## src/rtl/i2c_pkg.sv

```systemverilog
// Shared definitions for the clocked I2C target: FSM state encoding,
// ACK/NACK bus levels and the input synchronizer depth.
package i2c_pkg;

  localparam int SYNC_DEPTH = 2;

  localparam logic I2C_ACK  = 1'b0;
  localparam logic I2C_NACK = 1'b1;

  typedef enum logic [3:0] {
    ST_IDLE      = 4'd0,
    ST_ADDR      = 4'd1,
    ST_ADDR_ACK  = 4'd2,
    ST_PTR       = 4'd3,
    ST_PTR_ACK   = 4'd4,
    ST_WDATA     = 4'd5,
    ST_WDATA_ACK = 4'd6,
    ST_FETCH     = 4'd7,
    ST_RDATA     = 4'd8,
    ST_RDATA_ACK = 4'd9,
    ST_IGNORE    = 4'd10
  } state_t;

endpackage

```

## src/rtl/i2c_bus_sync.sv

```systemverilog
// SCL/SDA synchronizers plus one history flop; emits registered single-cycle
// SCL rise/fall and START/STOP pulses, three clk after the pin edge.
module i2c_bus_sync
  import i2c_pkg::*;
(
  input  logic clk,
  input  logic rst,
  input  logic i_scl,
  input  logic i_sda,
  output logic o_scl_rise,
  output logic o_scl_fall,
  output logic o_start,
  output logic o_stop,
  output logic o_sda
);

  logic [SYNC_DEPTH-1:0] r_scl_sync;
  logic [SYNC_DEPTH-1:0] r_sda_sync;
  logic                  r_scl_hist;
  logic                  r_sda_hist;
  logic                  r_scl_rise;
  logic                  r_scl_fall;
  logic                  r_start;
  logic                  r_stop;
  logic                  w_scl;
  logic                  w_sda;

  assign w_scl = r_scl_sync[SYNC_DEPTH-1];
  assign w_sda = r_sda_sync[SYNC_DEPTH-1];

  // Synchronize the pins and register the edge/condition pulses (idle bus is high).
  always_ff @(posedge clk or negedge rst) begin
    if (!rst) begin
      r_scl_sync <= {SYNC_DEPTH{1'b1}};
      r_sda_sync <= {SYNC_DEPTH{1'b1}};
      r_scl_hist <= 1'b1;
      r_sda_hist <= 1'b1;
      r_scl_rise <= 1'b0;
      r_scl_fall <= 1'b0;
      r_start    <= 1'b0;
      r_stop     <= 1'b0;
    end else begin
      r_scl_sync <= {r_scl_sync[SYNC_DEPTH-2:0], i_scl};
      r_sda_sync <= {r_sda_sync[SYNC_DEPTH-2:0], i_sda};
      r_scl_hist <= w_scl;
      r_sda_hist <= w_sda;
      r_scl_rise <= w_scl & ~r_scl_hist;
      r_scl_fall <= ~w_scl & r_scl_hist;
      r_start    <= w_scl & r_scl_hist & r_sda_hist & ~w_sda;
      r_stop     <= w_scl & r_scl_hist & ~r_sda_hist & w_sda;
    end
  end

  assign o_scl_rise = r_scl_rise;
  assign o_scl_fall = r_scl_fall;
  assign o_start    = r_start;
  assign o_stop     = r_stop;
  assign o_sda      = r_sda_hist;

endmodule

```

## src/rtl/i2c_sram_target.sv

```systemverilog
// I2C target bridging the bus to a single-port synchronous SRAM.
// Optional macro I2C_AUTOINC_EN: advance the pointer after every written or fetched byte.
module i2c_sram_target
  import i2c_pkg::*;
#(
  parameter logic [6:0] SLAVE_ADDR = 7'h50,
  parameter int         ADDR_W     = 8
) (
  input  logic              clk,
  input  logic              rst,
  input  logic              SCL_I,
  input  logic              SDA_I,
  output logic              SCL_O,
  output logic              SDA_O,
  output logic [ADDR_W-1:0] mem_addr,
  output logic [7:0]        mem_wdata,
  output logic              mem_we,
  output logic              mem_re,
  input  logic [7:0]        mem_rdata,
  output logic              busy
);

  logic w_scl_rise;
  logic w_scl_fall;
  logic w_start;
  logic w_stop;
  logic w_sda;

  state_t            r_state;
  state_t            r_ret;
  logic [3:0]        r_cnt;
  logic [7:0]        r_shift;
  logic [7:0]        r_tx;
  logic [ADDR_W-1:0] r_ptr;
  logic              r_rw;
  logic              r_mack;
  logic              r_fph;
  logic              r_sda_o;
  logic [ADDR_W-1:0] r_mem_addr;
  logic [7:0]        r_mem_wdata;
  logic              r_mem_we;
  logic              r_mem_re;
  logic              r_busy;

  i2c_bus_sync u_sync (
    .clk        (clk),
    .rst        (rst),
    .i_scl      (SCL_I),
    .i_sda      (SDA_I),
    .o_scl_rise (w_scl_rise),
    .o_scl_fall (w_scl_fall),
    .o_start    (w_start),
    .o_stop     (w_stop),
    .o_sda      (w_sda)
  );

  function automatic logic [ADDR_W-1:0] next_ptr(input logic [ADDR_W-1:0] p);
`ifdef I2C_AUTOINC_EN
    return p + {{(ADDR_W-1){1'b0}}, 1'b1};
`else
    return p;
`endif
  endfunction

  // Transfer FSM; the read fetch runs inside the ACK low phase, so FETCH
  // returns to whichever ACK state launched it.
  always_ff @(posedge clk or negedge rst) begin
    if (!rst) begin
      r_state     <= ST_IDLE;
      r_ret       <= ST_IDLE;
      r_cnt       <= 4'd0;
      r_shift     <= 8'h00;
      r_tx        <= 8'h00;
      r_ptr       <= {ADDR_W{1'b0}};
      r_rw        <= 1'b0;
      r_mack      <= I2C_NACK;
      r_fph       <= 1'b0;
      r_sda_o     <= I2C_NACK;
      r_mem_addr  <= {ADDR_W{1'b0}};
      r_mem_wdata <= 8'h00;
      r_mem_we    <= 1'b0;
      r_mem_re    <= 1'b0;
      r_busy      <= 1'b0;
    end else begin
      r_mem_we <= 1'b0;
      r_mem_re <= 1'b0;
      if (w_stop) begin
        r_state <= ST_IDLE;
        r_busy  <= 1'b0;
        r_sda_o <= I2C_NACK;
        r_cnt   <= 4'd0;
      end else if (w_start) begin
        r_state <= ST_ADDR;
        r_sda_o <= I2C_NACK;
        r_cnt   <= 4'd0;
      end else begin
        case (r_state)
          ST_IDLE: begin
            r_cnt <= 4'd0;
          end
          ST_ADDR: begin
            if (w_scl_rise && r_cnt < 4'd8) begin
              r_shift <= {r_shift[6:0], w_sda};
              r_cnt   <= r_cnt + 4'd1;
            end else if (w_scl_fall && r_cnt == 4'd8) begin
              r_cnt <= 4'd0;
              r_rw  <= r_shift[0];
              if (r_shift[7:1] == SLAVE_ADDR) begin
                r_busy  <= 1'b1;
                r_sda_o <= I2C_ACK;
                if (r_shift[0]) begin
                  r_mem_re   <= 1'b1;
                  r_mem_addr <= r_ptr;
                  r_fph      <= 1'b0;
                  r_ret      <= ST_ADDR_ACK;
                  r_state    <= ST_FETCH;
                end else begin
                  r_state <= ST_ADDR_ACK;
                end
              end else begin
                r_busy  <= 1'b0;
                r_state <= ST_IGNORE;
              end
            end
          end
          ST_ADDR_ACK: begin
            if (w_scl_fall) begin
              if (r_rw) begin
                r_sda_o <= r_tx[7];
                r_tx    <= {r_tx[6:0], 1'b0};
                r_cnt   <= 4'd1;
                r_state <= ST_RDATA;
              end else begin
                r_sda_o <= I2C_NACK;
                r_cnt   <= 4'd0;
                r_state <= ST_PTR;
              end
            end
          end
          ST_PTR, ST_WDATA: begin
            if (w_scl_rise && r_cnt < 4'd8) begin
              r_shift <= {r_shift[6:0], w_sda};
              r_cnt   <= r_cnt + 4'd1;
            end else if (w_scl_fall && r_cnt == 4'd8) begin
              r_cnt   <= 4'd0;
              r_sda_o <= I2C_ACK;
              if (r_state == ST_PTR) begin
                r_ptr   <= r_shift;
                r_state <= ST_PTR_ACK;
              end else begin
                r_mem_we    <= 1'b1;
                r_mem_addr  <= r_ptr;
                r_mem_wdata <= r_shift;
                r_ptr       <= next_ptr(r_ptr);
                r_state     <= ST_WDATA_ACK;
              end
            end
          end
          ST_PTR_ACK, ST_WDATA_ACK: begin
            if (w_scl_fall) begin
              r_sda_o <= I2C_NACK;
              r_cnt   <= 4'd0;
              r_state <= ST_WDATA;
            end
          end
          ST_FETCH: begin
            if (!r_fph) begin
              r_fph <= 1'b1;
            end else begin
              r_fph   <= 1'b0;
              r_tx    <= mem_rdata;
              r_ptr   <= next_ptr(r_ptr);
              r_state <= r_ret;
            end
          end
          ST_RDATA: begin
            if (w_scl_fall) begin
              if (r_cnt == 4'd8) begin
                r_sda_o    <= I2C_NACK;
                r_cnt      <= 4'd0;
                r_mem_re   <= 1'b1;
                r_mem_addr <= r_ptr;
                r_fph      <= 1'b0;
                r_ret      <= ST_RDATA_ACK;
                r_state    <= ST_FETCH;
              end else begin
                r_sda_o <= r_tx[7];
                r_tx    <= {r_tx[6:0], 1'b0};
                r_cnt   <= r_cnt + 4'd1;
              end
            end
          end
          ST_RDATA_ACK: begin
            if (w_scl_rise) begin
              r_mack <= w_sda;
            end else if (w_scl_fall) begin
              if (r_mack == I2C_ACK) begin
                r_sda_o <= r_tx[7];
                r_tx    <= {r_tx[6:0], 1'b0};
                r_cnt   <= 4'd1;
                r_state <= ST_RDATA;
              end else begin
                r_sda_o <= I2C_NACK;
                r_state <= ST_IGNORE;
              end
            end
          end
          ST_IGNORE: begin
            r_sda_o <= I2C_NACK;
          end
          default: begin
            r_sda_o <= I2C_NACK;
            r_state <= ST_IDLE;
          end
        endcase
      end
    end
  end

  assign SCL_O     = 1'b1;
  assign SDA_O     = r_sda_o;
  assign mem_addr  = r_mem_addr;
  assign mem_wdata = r_mem_wdata;
  assign mem_we    = r_mem_we;
  assign mem_re    = r_mem_re;
  assign busy      = r_busy;

endmodule

```

## config.mk

```make
export PLATFORM = sky130hd
export DESIGN_NAME = i2c_sram_target
export DESIGN_NICKNAME = d
export VERILOG_FILES = /design/src/rtl/i2c_pkg.sv /design/src/rtl/i2c_bus_sync.sv /design/src/rtl/i2c_sram_target.sv
export SDC_FILE = /design/constraint.sdc
export NUM_CORES = 1
export LEC_CHECK = 0
export BUFFER_PORTS_ARGS = -buffer_cell sky130_fd_sc_hd__buf_2
export CORE_ASPECT_RATIO = 0.8
export CORE_UTILIZATION = 30
export CTS_BUF_LIST = sky130_fd_sc_hd__clkbuf_4
export CTS_CLUSTER_SIZE = 12
export DETAILED_ROUTE_END_ITERATION = 8
export PLACE_DENSITY = 0.48
export RECOVER_POWER = 50
export SLEW_MARGIN = 5
export SYNTH_ARGS = -nofsm -noshare
export SYNTH_HDL_FRONTEND = slang
export SYNTH_SLANG_ARGS = --single-unit
```

## constraint.sdc

```tcl
create_clock -name clk -period 2.3 [get_ports clk]
set_input_delay 0.345 -clock clk [delete_from_list [all_inputs] [get_ports clk]]
set_output_delay 0.345 -clock clk [all_outputs]
set_load 0.01 [all_outputs]
```

==> impl_metrics.toml <==
[status]
status = "complete, but fails checks"
violations = "design-rule violations"

[clocking]
clk_pin_slew_ns = 0.12
numCtsBuffers = 9
insertion_delay_ns = 0.42
cts_tree = "built"
cts_htree_levels = 3
cts.sinks = 67
cts.root.buffer_cell = "clkbuf_4"
cts_buffer_depth = 2

[sta]
slew_headroom = 0.170
worst-slew-pin-transition_ns = 1.25
grt_setup_unrepaired = "no"
hold_viol_final = 0
skew_ns = 0.0219
fmax_mhz = 447
timing.hold.ws_ns = 0.154
finalCriticalPeriod_ns = 2.24
drv_slew = 0
setup_tns_ns = 0
post-route-period-util = 0.973
setup_violations = 0

[synth]
synthesis.instances = 310
synth_fp_nets = 324
seq_area_frac_synth = 0.503
synthArstFlopShare = 1.00
synth.avg_cell_area_um2 = 10.8
synthFlopType = "dfrtp_1"
synth_edf_count = 0
yosys_warnings = 0
netlist_area_um2 = 3350
ys_types = 55
ys_ff_latch = 67

[power]
swShare = 0.286
ir_drop_uv = 398
p_int_mw = 1.83
pwr-share-comb = 0.158
p_leak_nw = 1.99
powerDensity_nw_per_um2 = 626
p_switching_mw = 0.734
power_frac_seq = 0.530
p_clk_frac = 0.312

[min_path]
min_path_cells = 3
min_path_type = "input port to flop"

[layout]
layout.nets = 392
layout-drive-gt1-share = 0.368
area_growth_pct = 22.4
mostFrequentLayoutCells = "dfrtp_1, buf_4, nand2_1"
antennaDiodeCount = 0
fillerInstances = 1139
final_common_cell = "dfrtp_1"

[critical_path]
critPathLaunchType = "flop"
rr_endpoint = "mem_addr[0]$_DFFE_PN0P_"
crit_start = "r_cnt[1]$_DFFE_PN0P_"
crit_chain = "inv_1, ha_4, nand4b_1, or2_1, or4_1, buf_6, mux2_4"
critPathMaxStageDelay_ns = 0.52
worstPathRequired_ns = 2.60
cpMaxStageDelayCell = "or4_1"
cp_num_cells = 7
crit_family = "simple AND/OR/NAND/NOR gates"
crit_buf_inv = 2
reg2reg_from = "r_cnt[1]$_DFFE_PN0P_"
crit_type = "flop to flop"
arrival_ns = 2.53
cp_max_fo = 8
ff2ff_setup_slack_ns = 0.06
critPathCaptureType = "flop"
cp-endpoint = "mem_addr[0]$_DFFE_PN0P_"
reg2regPathDepth = 7

[drt]
postRouteAntennaNets = 0
drc = 2
wl_per_cell_um = 15.0
drtIter0Drc = 148
viasPerCell = 4.92
num_vias = 2594
dr.pass1.iters = 7
wl_um = 7900

[grt]
grt_antenna_before_repair = 0
overflow = 0
grtUsageTotal = 0.147
grt_max_degree = 25
grt_pass1_wl_um = 12900
grt_pass1_vias = 2450

[flow_run]
maxCapViolations = 0

[floorplanning]
core.rowCount = 34
die_area_um2 = 11600
die_h_um = 96.5
die_w_um = 120
initial_core_util = 0.308
core_area_um2 = 10900
io_pins = 33

[placement]
gp_congestion = 0.927
hpwl_um = 5880
port_buffers = 31
## power by group through the flow
stage | clock (mW) | combinational [mW] | sequential, mW
finish | 0.801 | 0.406 | 1.36
global route | 0.886 | 0.453 | 1.38
CTS | 0.848 | 0.394 | 1.36
detailed placement | 0 | 0.389 | 1.38
global placement | 0 | 0.388 | 1.38
floorplan | 0 | 0.247 | 1.35
## synthesized netlist by cell type (4+ instances only)
library cell  count  area share
nand3_1           9       0.013
mux2_2           33        0.11
mux2i_1           7       0.021
dfstp_2           8       0.063
a21oi_1           8       0.012
nand4_1           4      0.0075
nor3b_1           5       0.011
clkbuf_1          6      0.0067
a31oi_1           4      0.0075
mux2_4            8       0.036
nor3_1            4      0.0060
inv_1            11       0.012
nor2b_1          10       0.019
dfrtp_1          59        0.44
buf_2             6      0.0090
o21ai_0          18       0.027
nor2_1           21       0.024
nand2_1          34       0.038
a32oi_1           4       0.010
## what timing repair did
action                                 in CTS  in global routing
gates resized for setup                     0                  6
hold buffers                                3                  0
setup endpoints to repair                   0                 16
buffers inserted                            0                  4
endpoints found under the hold margin      21                  0
## through the flow
step	setup slack (ns)	utilization	total power, mW	std cells	area, um^2
floorplan	0.115	-	1.59	310	3350
global placement	0.0930	0.356	1.77	504	3880
detailed placement	0.0634	0.356	1.77	504	3880
CTS	0.0131	0.372	2.60	523	4050
global route	0.000557	0.377	2.72	527	4100
finish	0.0622	0.377	2.57	527	4100
## cell type report
type	count	area, um^2	area share
Clock buffer	10	75.1	0.0183
Inverter	11	41.3	0.0101
Tap cell	144	180	0.0439
Multi-Input combinational cell	216	1560	0.380
Clock inverter	6	70.1	0.0171
Timing Repair Buffer	73	488	0.119
Sequential cell	67	1690	0.411
## tightest hold or removal path, delay by kind of cell
kind	cells	cell delay, ns
buffers and inverters	1	0.09
muxes	1	0.06
and+or+nand+nor	1	0.05
## flip-flops by register name (all words and copies together), names as in the netlist, 2 cells and up
| signal | cells |
|---|---|
| u_sync.r_scl_sync | 2 |
| mem_wdata | 8 |
| r_tx | 8 |
| u_sync.r_sda_sync | 2 |
| r_ptr | 8 |
| r_ret | 2 |
| r_shift | 8 |
| r_state | 4 |
| mem_addr | 8 |
| r_cnt | 4 |
## worst min path at each step
stage,startpoint,to,slack [ns]
final,mem_rdata[0],r_tx[0]$_DFFE_PN0P_,0.15
after global routing,mem_rdata[0],r_tx[0]$_DFFE_PN0P_,0.14
after CTS,mem_rdata[0],r_tx[0]$_DFFE_PN0P_,0.12
after detailed placement,u_sync.r_scl_sync[0]$_DFF_PN1_,u_sync.r_scl_sync[1]$_DFF_PN1_,0.35
after global placement,u_sync.r_scl_sync[0]$_DFF_PN1_,u_sync.r_scl_sync[1]$_DFF_PN1_,0.35
after floorplan,rst,busy$_DFFE_PN0P_,0.05
## logic make-up (layout without fill, tap and decap cells)
family / Yosys count / in the layout / share of synthesized area
AND/OR/NAND/NOR: 109 / 109 / 0.172
flip-flops: 67 / 67 / 0.503
AO/OA/AOI/OAI: 55 / 55 / 0.108
multiplexers: 48 / 48 / 0.168
buffers and inverters: 27 / 100 / 0.0381
adder cells (fa/ha/maj): 2 / 2 / 0.00746
other: 1 / 1 / 0.00112
XOR/XNOR: 1 / 1 / 0.00261
## layer usage
| layer | vias to the layer above | global-route usage | share of wire |
|---|---|---|---|
| li1 | 1254 | - | - |
| met1 | 1271 | 0.208 | 0.50 |
| met2 | 61 | 0.209 | 0.43 |
| met3 | 8 | 0.0469 | 0.057 |
| met4 | 0 | 0.0531 | 0.010 |
| met5 | - | 0 | 0 |
(Power assumes the default switching activity.)
